### src/rtl/cache_pkg.sv
// cache_pkg: shared types, geometry helpers and word/byte select for the line cache.
package cache_pkg;
    typedef enum logic [1:0] {S_IDLE, S_FILL, S_WRITE, S_RESP} state_t;
    localparam int OFFSET_W = 5;
    localparam int WORDS_PER_LINE = 8;
    typedef logic [32*WORDS_PER_LINE-1:0] line_t;
    function automatic int index_w(input int num_lines);
        return $clog2(num_lines);
    endfunction
    function automatic int tag_w(input int addr_w, input int num_lines);
        return addr_w - OFFSET_W - $clog2(num_lines);
    endfunction
    function automatic logic [31:0] sel_data(input line_t line, input logic [4:0] off, input logic bw);
        logic [31:0] wd;
        wd = line[{off[4:2], 5'b0} +: 32];
        return bw ? wd : {24'h0, wd[{off[1:0], 3'b0} +: 8]};
    endfunction
endpackage

### src/rtl/cache_line_store.sv
// cache_line_store: valid/tag/data arrays with a comb read port, line fill and word/byte merge writes.
module cache_line_store
    import cache_pkg::*;
#(
    parameter int NUM_LINES = 8,
    parameter int IDX_W = 3,
    parameter int TAG_W = 24
) (
    input  logic             clk,
    input  logic             reset,
    input  logic             flush,
    input  logic [IDX_W-1:0] rd_idx,
    output logic             rd_valid,
    output logic [TAG_W-1:0] rd_tag,
    output line_t            rd_line,
    input  logic             lw_en,
    input  logic [IDX_W-1:0] lw_idx,
    input  logic [TAG_W-1:0] lw_tag,
    input  line_t            lw_line,
    input  logic             ww_en,
    input  logic [IDX_W-1:0] ww_idx,
    input  logic [2:0]       ww_word,
    input  logic [1:0]       ww_lane,
    input  logic             ww_bw,
    input  logic [31:0]      ww_data
);
    logic [NUM_LINES-1:0] r_valid;
    logic [TAG_W-1:0]     r_tag  [NUM_LINES];
    line_t                r_data [NUM_LINES];

    assign rd_valid = r_valid[rd_idx];
    assign rd_tag   = r_tag[rd_idx];
    assign rd_line  = r_data[rd_idx];

    // a fill after a flush in the same edge keeps its line valid
    always_ff @(posedge clk) begin
        if (reset) begin
            r_valid <= '0;
        end else begin
            if (flush) r_valid <= '0;
            if (lw_en) r_valid[lw_idx] <= 1'b1;
        end
    end

    always_ff @(posedge clk) begin
        if (lw_en) begin
            r_tag[lw_idx]  <= lw_tag;
            r_data[lw_idx] <= lw_line;
        end else if (ww_en) begin
            if (ww_bw) r_data[ww_idx][{ww_word, 5'b0} +: 32] <= ww_data;
            else r_data[ww_idx][{ww_word, ww_lane, 3'b0} +: 8] <= ww_data[7:0];
        end
    end
endmodule

### src/rtl/cache_line_ctrl.sv
// cache_line_ctrl: direct-mapped write-through, no-write-allocate cache controller.
// Serves load hits locally, fills lines on load misses, forwards every store to memory.
module cache_line_ctrl
    import cache_pkg::*;
#(
    parameter int NUM_LINES = 8,
    parameter int LINE_BITS = 256,
    parameter int ADDR_W = 32
) (
    input  logic                 clk,
    input  logic                 reset,
    input  logic                 cpu_req_i,
    input  logic                 cpu_we_i,
    input  logic                 cpu_bw_i,
    input  logic [ADDR_W-1:0]    cpu_addr_i,
    input  logic [31:0]          cpu_wdata_i,
    input  logic                 flush_i,
    output logic [31:0]          cpu_rdata_o,
    output logic                 cpu_ready_o,
    output logic [ADDR_W-1:0]    mem_addr_o,
    output logic [31:0]          mem_wdata_o,
    output logic                 mem_ce_n_o,
    output logic                 mem_oe_n_o,
    output logic                 mem_we_n_o,
    output logic                 mem_bw_o,
    output logic                 mem_multiple_read_o,
    input  logic [LINE_BITS-1:0] mem_line_i,
    input  logic                 mem_line_full_n_i,
    input  logic                 mem_hold_i,
    output logic [31:0]          hit_count_o,
    output logic [31:0]          miss_count_o
);
    localparam int IDX_W = index_w(NUM_LINES);
    localparam int TAG_W = tag_w(ADDR_W, NUM_LINES);

    state_t            r_state, w_next;
    logic              r_bw, r_first, r_flush_pend;
    logic [ADDR_W-1:0] r_addr;
    logic [31:0]       r_wdata;
    logic [ADDR_W-1:0] w_addr;
    logic              w_rd_valid, w_hit, w_flush, w_start, w_line_ok;
    logic              w_load_hit, w_load_miss, w_lw_en, w_ww_en;
    logic [TAG_W-1:0]  w_rd_tag;
    line_t             w_rd_line;
    logic [31:0]       w_rdata_nxt;

    // the read port looks at the incoming request in IDLE and at the latched one afterwards
    assign w_addr    = (r_state == S_IDLE) ? cpu_addr_i : r_addr;
    assign w_hit     = w_rd_valid && (w_rd_tag == w_addr[ADDR_W-1 -: TAG_W]);
    assign w_flush   = (r_state == S_IDLE) && (flush_i || r_flush_pend);
    assign w_start   = (r_state == S_IDLE) && cpu_req_i && !w_flush;
    assign w_line_ok = (r_state == S_FILL) && !r_first && !mem_hold_i && !mem_line_full_n_i;

    cache_line_store #(.NUM_LINES(NUM_LINES), .IDX_W(IDX_W), .TAG_W(TAG_W)) u_store (
        .clk      (clk),
        .reset    (reset),
        .flush    (w_flush),
        .rd_idx   (w_addr[OFFSET_W +: IDX_W]),
        .rd_valid (w_rd_valid),
        .rd_tag   (w_rd_tag),
        .rd_line  (w_rd_line),
        .lw_en    (w_lw_en),
        .lw_idx   (r_addr[OFFSET_W +: IDX_W]),
        .lw_tag   (r_addr[ADDR_W-1 -: TAG_W]),
        .lw_line  (mem_line_i),
        .ww_en    (w_ww_en),
        .ww_idx   (r_addr[OFFSET_W +: IDX_W]),
        .ww_word  (r_addr[4:2]),
        .ww_lane  (r_addr[1:0]),
        .ww_bw    (r_bw),
        .ww_data  (r_wdata)
    );

    always_ff @(posedge clk) begin
        if (reset) begin
            r_state      <= S_IDLE;
            r_first      <= 1'b0;
            r_flush_pend <= 1'b0;
            r_bw         <= 1'b1;
            r_addr       <= '0;
            r_wdata      <= '0;
        end else begin
            r_state      <= w_next;
            r_first      <= w_start;
            r_flush_pend <= (r_state != S_IDLE) && (r_flush_pend || flush_i);
            if (w_start) begin
                r_bw    <= cpu_bw_i;
                r_addr  <= cpu_addr_i;
                r_wdata <= cpu_wdata_i;
            end
        end
    end

    always_comb begin
        w_next = r_state;
        case (r_state)
            S_IDLE:  if (w_start) w_next = cpu_we_i ? S_WRITE : (w_hit ? S_RESP : S_FILL);
            S_FILL:  if (w_line_ok) w_next = S_RESP;
            S_WRITE: w_next = S_RESP;
            default: w_next = S_IDLE;
        endcase
    end

    always_comb begin
        w_load_hit  = w_start && !cpu_we_i && w_hit;
        w_load_miss = w_start && !cpu_we_i && !w_hit;
        w_lw_en     = w_line_ok && !reset;
        w_ww_en     = (r_state == S_WRITE) && w_hit && !reset;
        w_rdata_nxt = w_load_hit ? sel_data(w_rd_line, cpu_addr_i[4:0], cpu_bw_i) :
                      w_line_ok  ? sel_data(mem_line_i, r_addr[4:0], r_bw) : cpu_rdata_o;
    end

    always_ff @(posedge clk) begin
        if (reset) begin
            cpu_ready_o         <= 1'b0;
            cpu_rdata_o         <= '0;
            mem_addr_o          <= '0;
            mem_wdata_o         <= '0;
            mem_ce_n_o          <= 1'b1;
            mem_oe_n_o          <= 1'b1;
            mem_we_n_o          <= 1'b1;
            mem_bw_o            <= 1'b1;
            mem_multiple_read_o <= 1'b0;
            hit_count_o         <= '0;
            miss_count_o        <= '0;
        end else begin
            cpu_ready_o         <= (w_next == S_RESP);
            cpu_rdata_o         <= w_rdata_nxt;
            mem_ce_n_o          <= !((w_next == S_FILL) || (w_next == S_WRITE));
            mem_oe_n_o          <= (w_next != S_FILL);
            mem_we_n_o          <= (w_next != S_WRITE);
            mem_multiple_read_o <= 1'b0;
            if (w_load_miss) begin
                mem_addr_o <= {cpu_addr_i[ADDR_W-1:OFFSET_W], {OFFSET_W{1'b0}}};
                mem_bw_o   <= 1'b1;
            end
            if (w_start && cpu_we_i) begin
                mem_addr_o  <= cpu_addr_i;
                mem_bw_o    <= cpu_bw_i;
                mem_wdata_o <= cpu_wdata_i;
            end
            if (w_load_hit && (hit_count_o != '1)) hit_count_o <= hit_count_o + 32'd1;
            if (w_load_miss && (miss_count_o != '1)) miss_count_o <= miss_count_o + 32'd1;
        end
    end
endmodule
### config.mk
export PLATFORM = sky130hd
export DESIGN_NAME = cache_line_ctrl
export DESIGN_NICKNAME = d
export VERILOG_FILES = /design/src/rtl/cache_pkg.sv /design/src/rtl/cache_line_store.sv /design/src/rtl/cache_line_ctrl.sv
export SDC_FILE = /design/constraint.sdc
export NUM_CORES = 2
export LEC_CHECK = 0
export CAP_MARGIN = 5
export CORE_ASPECT_RATIO = 0.5
export CORE_MARGIN = 5
export CORE_UTILIZATION = 50
export CTS_BUF_LIST = sky130_fd_sc_hd__clkbuf_8
export CTS_CLUSTER_SIZE = 20
export DETAILED_ROUTE_END_ITERATION = 7
export PLACE_DENSITY = 0.78
export SLEW_MARGIN = 15
export SYNTH_ARGS = -nofsm -noshare
export SYNTH_HDL_FRONTEND = slang
export SYNTH_SLANG_ARGS = --single-unit
### constraint.sdc
create_clock -name clk -period 14.4 [get_ports clk]
set_input_delay 2.88 -clock clk [delete_from_list [all_inputs] [get_ports clk]]
set_output_delay 2.88 -clock clk [all_outputs]
set_load 0.005 [all_outputs]
Yosys cells after proc, flatten, opt, wreduce, memory -nomap -nowiden:

Memories as Yosys holds them, arrays and structs flattened.
Cells that the tools add are included.
W data, S select, Z words.

* input port bits: 328
* flip-flop bits (word level): 242
* memories: 2
* bits in writable memories: 2240

* $add $sub $neg: 4
* magnitude comparators: 3
* bitwise logic cells: 513
* mux-type cells: 543
* reduce and logical (&&, ||, !) cells: 32
* shift-type cells: 8
* eq/ne operators: 10

Memory list
* u_store.r_data: depth 8, bits a word 256, read ports 1, clocked after Yosys merged registers in 0, wr ports 1, line cache_line_store.sv:29 `line_t r_data [NUM_LINES];`
* u_store.r_tag: depth 8, bits a word 24, read ports 1, clocked after Yosys merged registers in 0, wr ports 1, line cache_line_store.sv:28 `logic [TAG_W-1:0] r_tag [NUM_LINES];`

Operators with widths (count)
* $mux W1: 524
* $mux W256: 2
* $or A1 B1 Y1: 512
* $shiftx A256 B9 Y32: 2
* $shift A32 B10 Y256 const A: 1
* $shift A8 B10 Y256 const A: 1
* $shiftx A32 B10 Y256: 1
* $shiftx A8 B10 Y256: 1
* $mux W32: 7
* $add A32 B1 Y32 const B: 2
* $ne A32 B32 Y1 const B: 2
* $shiftx A32 B6 Y8: 2
* $eq A24 B24 Y1: 1
* $mux W8: 3
* $neg A8 Y10: 2
* $logic_and A1 B1 Y1: 18
* $logic_not A1 Y1: 8
* $lt A3 B4 Y1 const B: 2
* $mux W2: 4
* $or A8 B8 Y8: 1
* $eq A2 B2 Y1 const B: 3
* $pmux W2 S3: 1
* $reduce_bool A2 Y1: 3
* $eq A2 B1 Y1 const B: 2
* other kinds (7): 8

Longest topological paths before layout:

* word-level depth: 12
* depth in mapped cells: 20

By module:

Synthesis repeated with hierarchy kept, for this count alone.

* cell total of the unflattened synthesis: 6481
* area total of the unflattened synthesis: 108419.0 µm²

Modules (own cells, without submodules)
* cache_line_store: instances 1, cells an instance 4829, area an instance 93908.8 µm², seq. area each 67424.7 µm²
* cache_line_ctrl: instances 1, cells an instance 1652, area an instance 14510.2 µm², seq. area each 4684.5 µm²

Worst setup path before layout:

Ideal clock, no wire load.

* path kind: input -> register
* from: input cpu_addr_i[6]
* to: memory u_store.r_data[0][100] (netlist name), enable pin
* path slack: 7.529 ns
* path buffers: 5
* cell stages on the path: 14
* data arrival time: 6.496 ns
* cells stage by stage: mux2_2 > buf_6 > buf_4 > mux4_2 > mux2i_1 > xnor2_1 > nand2_1 > nor4_2 > nand3_1 > buf_2 > o41a_1 > buf_2 > buf_6 > a21oi_1

* cells in the longest elaborated chain, start to end: 11

RTL lines
* start: declaration: line cache_line_ctrl.sv:15 `input logic [ADDR_W-1:0] cpu_addr_i,`
* $mux W32 *: line cache_line_ctrl.sv:48 `assign w_addr = (r_state == S_IDLE) ? cpu_addr_i : r_addr;`
* $mem_v2 Z8 W24 / $bmux W1 S3 (equally long branches)
* $eq A24 B24 Y1 / $mux W1 (equally long branches): line cache_line_ctrl.sv:49, cache_line_store.sv:31
* $logic_and A1 B1 Y1 *: line cache_line_ctrl.sv:49 `assign w_hit = w_rd_valid && (w_rd_tag == w_addr[ADDR_W-1 -: TAG_W]);`
* $logic_and A1 B1 Y1 * (2 in series): line cache_line_ctrl.sv:108 `w_ww_en = (r_state == S_WRITE) && w_hit && !reset;`
* $mux W1: line cache_line_store.sv:49 `end else if (ww_en) begin`
* $mux W1: line cache_line_store.sv:46 `if (lw_en) begin`
* $mux W256 (not written as such): line cache_line_store.sv:50 `if (ww_bw) r_data[ww_idx][{ww_word, 5'b0} +: 32] <= ww_data;`
* $or A1 B1 Y1 (no line)
* $or A1 B1 Y1 (no line) *
* end: declaration: line cache_line_store.sv:29

Every way passes the cells marked *; elsewhere a longest branch is shown, timed or not. The select of a mux whose other input is x is not followed.

Worst setup path after layout:

* from: input cpu_addr_i[7]
* to: memory u_store.r_data[4][183] (netlist name), enable pin

The elaborated chain is that of the path after synthesis.

==> impl_metrics.json <==
{
  "run_status": "complete, no violations",
  "fin_util_pct": 56.7,
  "finalWirelength_mm": 378,
  "cts_tree": "built",
  "yosys.area.top_type_share_pct": 62.8,
  "min-delay-start": "u_store.r_valid[7]",
  "synth_area_um2": 107000,
  "syn_inst": 8160,
  "path_class": "in -> reg",
  "synth_edf_count": 2240,
  "synth_area_leaders": "edfxtp_1, nand2_1, mux4_2",
  "syn_nets": 8504,
  "area_delta_synth_final_pct": 13.1,
  "finalSetupTns_ns": 0,
  "num_vias": 76775,
  "io_buffers": 492,
  "die_area_um2": 224000,
  "grt.total_usage_pct": 32.7,
  "root_buffer": "clkbuf_8",
  "final_antenna_net_count": 0,
  "slew_headroom_pct": 2.51,
  "yosysWarnings": 0,
  "slew_viol_final": 0,
  "cp_cell_sequence": "clkdlybuf4s50_1 > mux2_8 > buf_12 > mux4_2 > mux2i_1 > xnor2_1 > nand4_1 > nor4_2 > nand4_1 > nor3_2 > nor2_1 > nor2_1",
  "period_needed_ns": 9.22,
  "htreeDepth": 5,
  "r2r_slack_ns": 6.54,
  "fin_skew_ns": 0.161,
  "hpwl_mm": 251,
  "critical_path.slowest_cell": "nor3_2",
  "gp_congestion": 1.05,
  "drive_above_1_share_pct": 13.2,
  "cp_max_fo": 105,
  "numCtsBuffers": 352,
  "power_density_nw_per_um2": 161,
  "required_ns": 14.93,
  "fmax_ghz": 0.108,
  "r2r_end": "u_store.r_data[4][183]",
  "arrival_ns": 9.75,
  "first_global_vias": 72150,
  "setup_ws_ns": 5.18,
  "yosysUniqueCellTypes": 75,
  "fin_nets": 8865,
  "die_y_um": 337,
  "ys_seq_area_share_pct": 67.4,
  "drt-initial-drc-count": 12767,
  "dr.pass1.iters": 8,
  "die_w_um": 664,
  "cap_viol_max_count": 0,
  "row_count": 120,
  "ir_drop_mv": 0.168,
  "holdPathEnd": "u_store.r_valid[7]",
  "grt_pass1_wl_mm": 525,
  "hold_ws_ns": 0.453,
  "reg2regPathDepth": 14,
  "ys_ff_latch": 2482,
  "p_leak_nw": 40.2,
  "min_path_cells": 1,
  "clkSlewWorstSetupHoldPaths_ns": 0.06,
  "io-pin-count": 494,
  "fill_cells": 16534,
  "cts_resized": 0,
  "avgSynthCellArea_um2": 13.1,
  "via_per_inst": 6.57,
  "pre_cts_slack_ns": 4.56,
  "tightestPinTransition_ns": 1.45,
  "rsz0062_at_grt": "false",
  "fin_crit_sh_pct": 64.1,
  "synthArstFlopShare_pct": 0,
  "route.detailed.drc": 0,
  "grt_overflow": 0,
  "rr_startpoint": "r_state[1]",
  "synthFlopType": "edfxtp_1",
  "max_stage_delay_ns": 1.10,
  "hp-class": "reg -> reg",
  "hold_viol": 0,
  "holdBufCountCts": 0,
  "clock-sinks": 2482,
  "antenna_found_initial": 29,
  "clk_latency_ns": 1.05,
  "end_kind": "flop",
  "wl_per_cell_um": 32.4,
  "clockBufferDepth": 4,
  "synth_top_area_cell": "edfxtp_1",
  "start_util_pct": 50.1,
  "startpoint_type": "input port",
  "cts_setup_buffers": 0,
  "setup_viol": 0,
  "grt_max_degree": 162,
  "core_area_um2": 214000
}
==> placed cells by master (no fill, tap or decap), drive strengths merged, types with 32 or more instances in the layout <==
| cell type | count |
|---|---|
| mux4 | 267 |
| nor4 | 40 |
| nor2 | 532 |
| nand2 | 1675 |
| edfxtp | 2240 |
| xnor2 | 48 |
| inv | 143 |
| a31oi | 67 |
| clkinv | 119 |
| a21oi | 396 |
| nor3 | 59 |
| mux2i | 274 |
| clkdlybuf4s50 | 488 |
| nand3 | 627 |
| buf | 123 |
| a32oi | 32 |
| clkbuf | 367 |
| dfxtp | 242 |
| mux2 | 224 |
| o2111ai | 103 |
| and3 | 45 |
| nand4 | 186 |
| o21ai | 135 |
==> report_power, final <==
group          leakage [nW]  internal [mW]  switching, mW
sequential             22.1           7.99          0.253
combinational          14.4           1.76           4.14
clock                  3.72           2.62           2.77
==> how the worst max path moves through the flow <==
stage | start | to | slack, ns | depth (start not counted)
CTS | cpu_addr_i[7] | u_store.r_data[7][176] | 5.55 | 12
global placement | cpu_addr_i[7] | u_store.r_data[4][181] | 4.82 | 12
global route | cpu_addr_i[7] | u_store.r_data[4][181] | 5.06 | 12
detailed placement | cpu_addr_i[7] | u_store.r_data[7][178] | 4.56 | 12
finish | cpu_addr_i[7] | u_store.r_data[4][183] | 5.18 | 12
floorplan | cpu_addr_i[6] | u_store.r_data[0][100] | 7.53 | 14
==> critical path: cells and delay by family <==
kind | cells | cell delay [ns]
XOR/XNOR | 1 | 0.16
buffers and inverters | 2 | 1.19
AND/OR/NAND/NOR | 6 | 3.97
multiplexers | 3 | 1.27
==> layout make-up <==
| type | count | area [um^2] | share of cell area, % |
|---|---|---|---|
| Sequential cell | 2482 | 72100 | 59.6 |
| Multi-Input combinational cell | 5044 | 32700 | 27.0 |
| Timing Repair Buffer | 612 | 5940 | 4.91 |
| Clock buffer | 366 | 5040 | 4.16 |
| Tap cell | 2867 | 3590 | 2.96 |
| Clock inverter | 256 | 1490 | 1.23 |
| Inverter | 29 | 109 | 0.0899 |
| Antenna cell | 30 | 75.1 | 0.0620 |
==> sequential cells by signal (all words and copies together), names as in the netlist, 2 cells and up <==
name / cells
miss_count_o: 32
u_store.r_tag: 192
cpu_rdata_o: 32
r_state: 2
hit_count_o: 32
r_addr: 32
r_wdata: 32
u_store.r_data: 2048
mem_addr_o: 32
u_store.r_valid: 8
mem_wdata_o: 32
==> cell usage after synthesis, types with 20 or more instances <==
master / number
nor2_1: 532
mux2i_1: 274
o22ai_1: 26
nand4_1: 178
a32oi_1: 32
nor4_1: 32
o2111ai_1: 103
dfxtp_1: 242
clkbuf_1: 397
xnor2_1: 48
a22o_1: 27
a21oi_1: 396
edfxtp_1: 2240
o211ai_1: 20
buf_4: 21
o21ai_0: 135
nand3_1: 627
buf_1: 126
mux4_2: 267
and3_1: 45
a31oi_1: 67
inv_1: 24
mux2_2: 219
xor2_1: 23
nor3_1: 39
nor3_2: 20
nand2_1: 1675
buf_2: 54
==> routing by layer <==
| metal | GRT usage [%] | up-vias | wire [um] |
|---|---|---|---|
| met5 | 0.400 | - | 322 |
| met4 | 23.1 | 28 | 31800 |
| met3 | 14.1 | 1451 | 62900 |
| met2 | 46.1 | 6678 | 158000 |
| met1 | 40.6 | 37201 | 125000 |
| li1 | - | 31417 | - |
==> stage by stage <==
step	std cells	power [mW]	area, um^2
after floorplan	8160	11.6	107000
after global placement	11034	13.9	114000
after detailed placement	11034	14.0	114000
after CTS	11656	19.2	121000
after global routing	11660	20.0	121000
final	11686	19.5	121000
==> cell families (layout without fill, tap and decap cells) <==
logic type,count (synthesis),in the layout,share of synthesized area [%]
mux,765,765,10.6
simple gates,3252,3252,13.4
compound gates,939,939,5.56
flops,2482,2482,67.4
fa+ha+maj,16,16,0.187
other cells,1,31,0.00350
xor+xnor,71,71,0.581
buf+inv,634,1263,2.41
(Power assumes the default switching activity.)
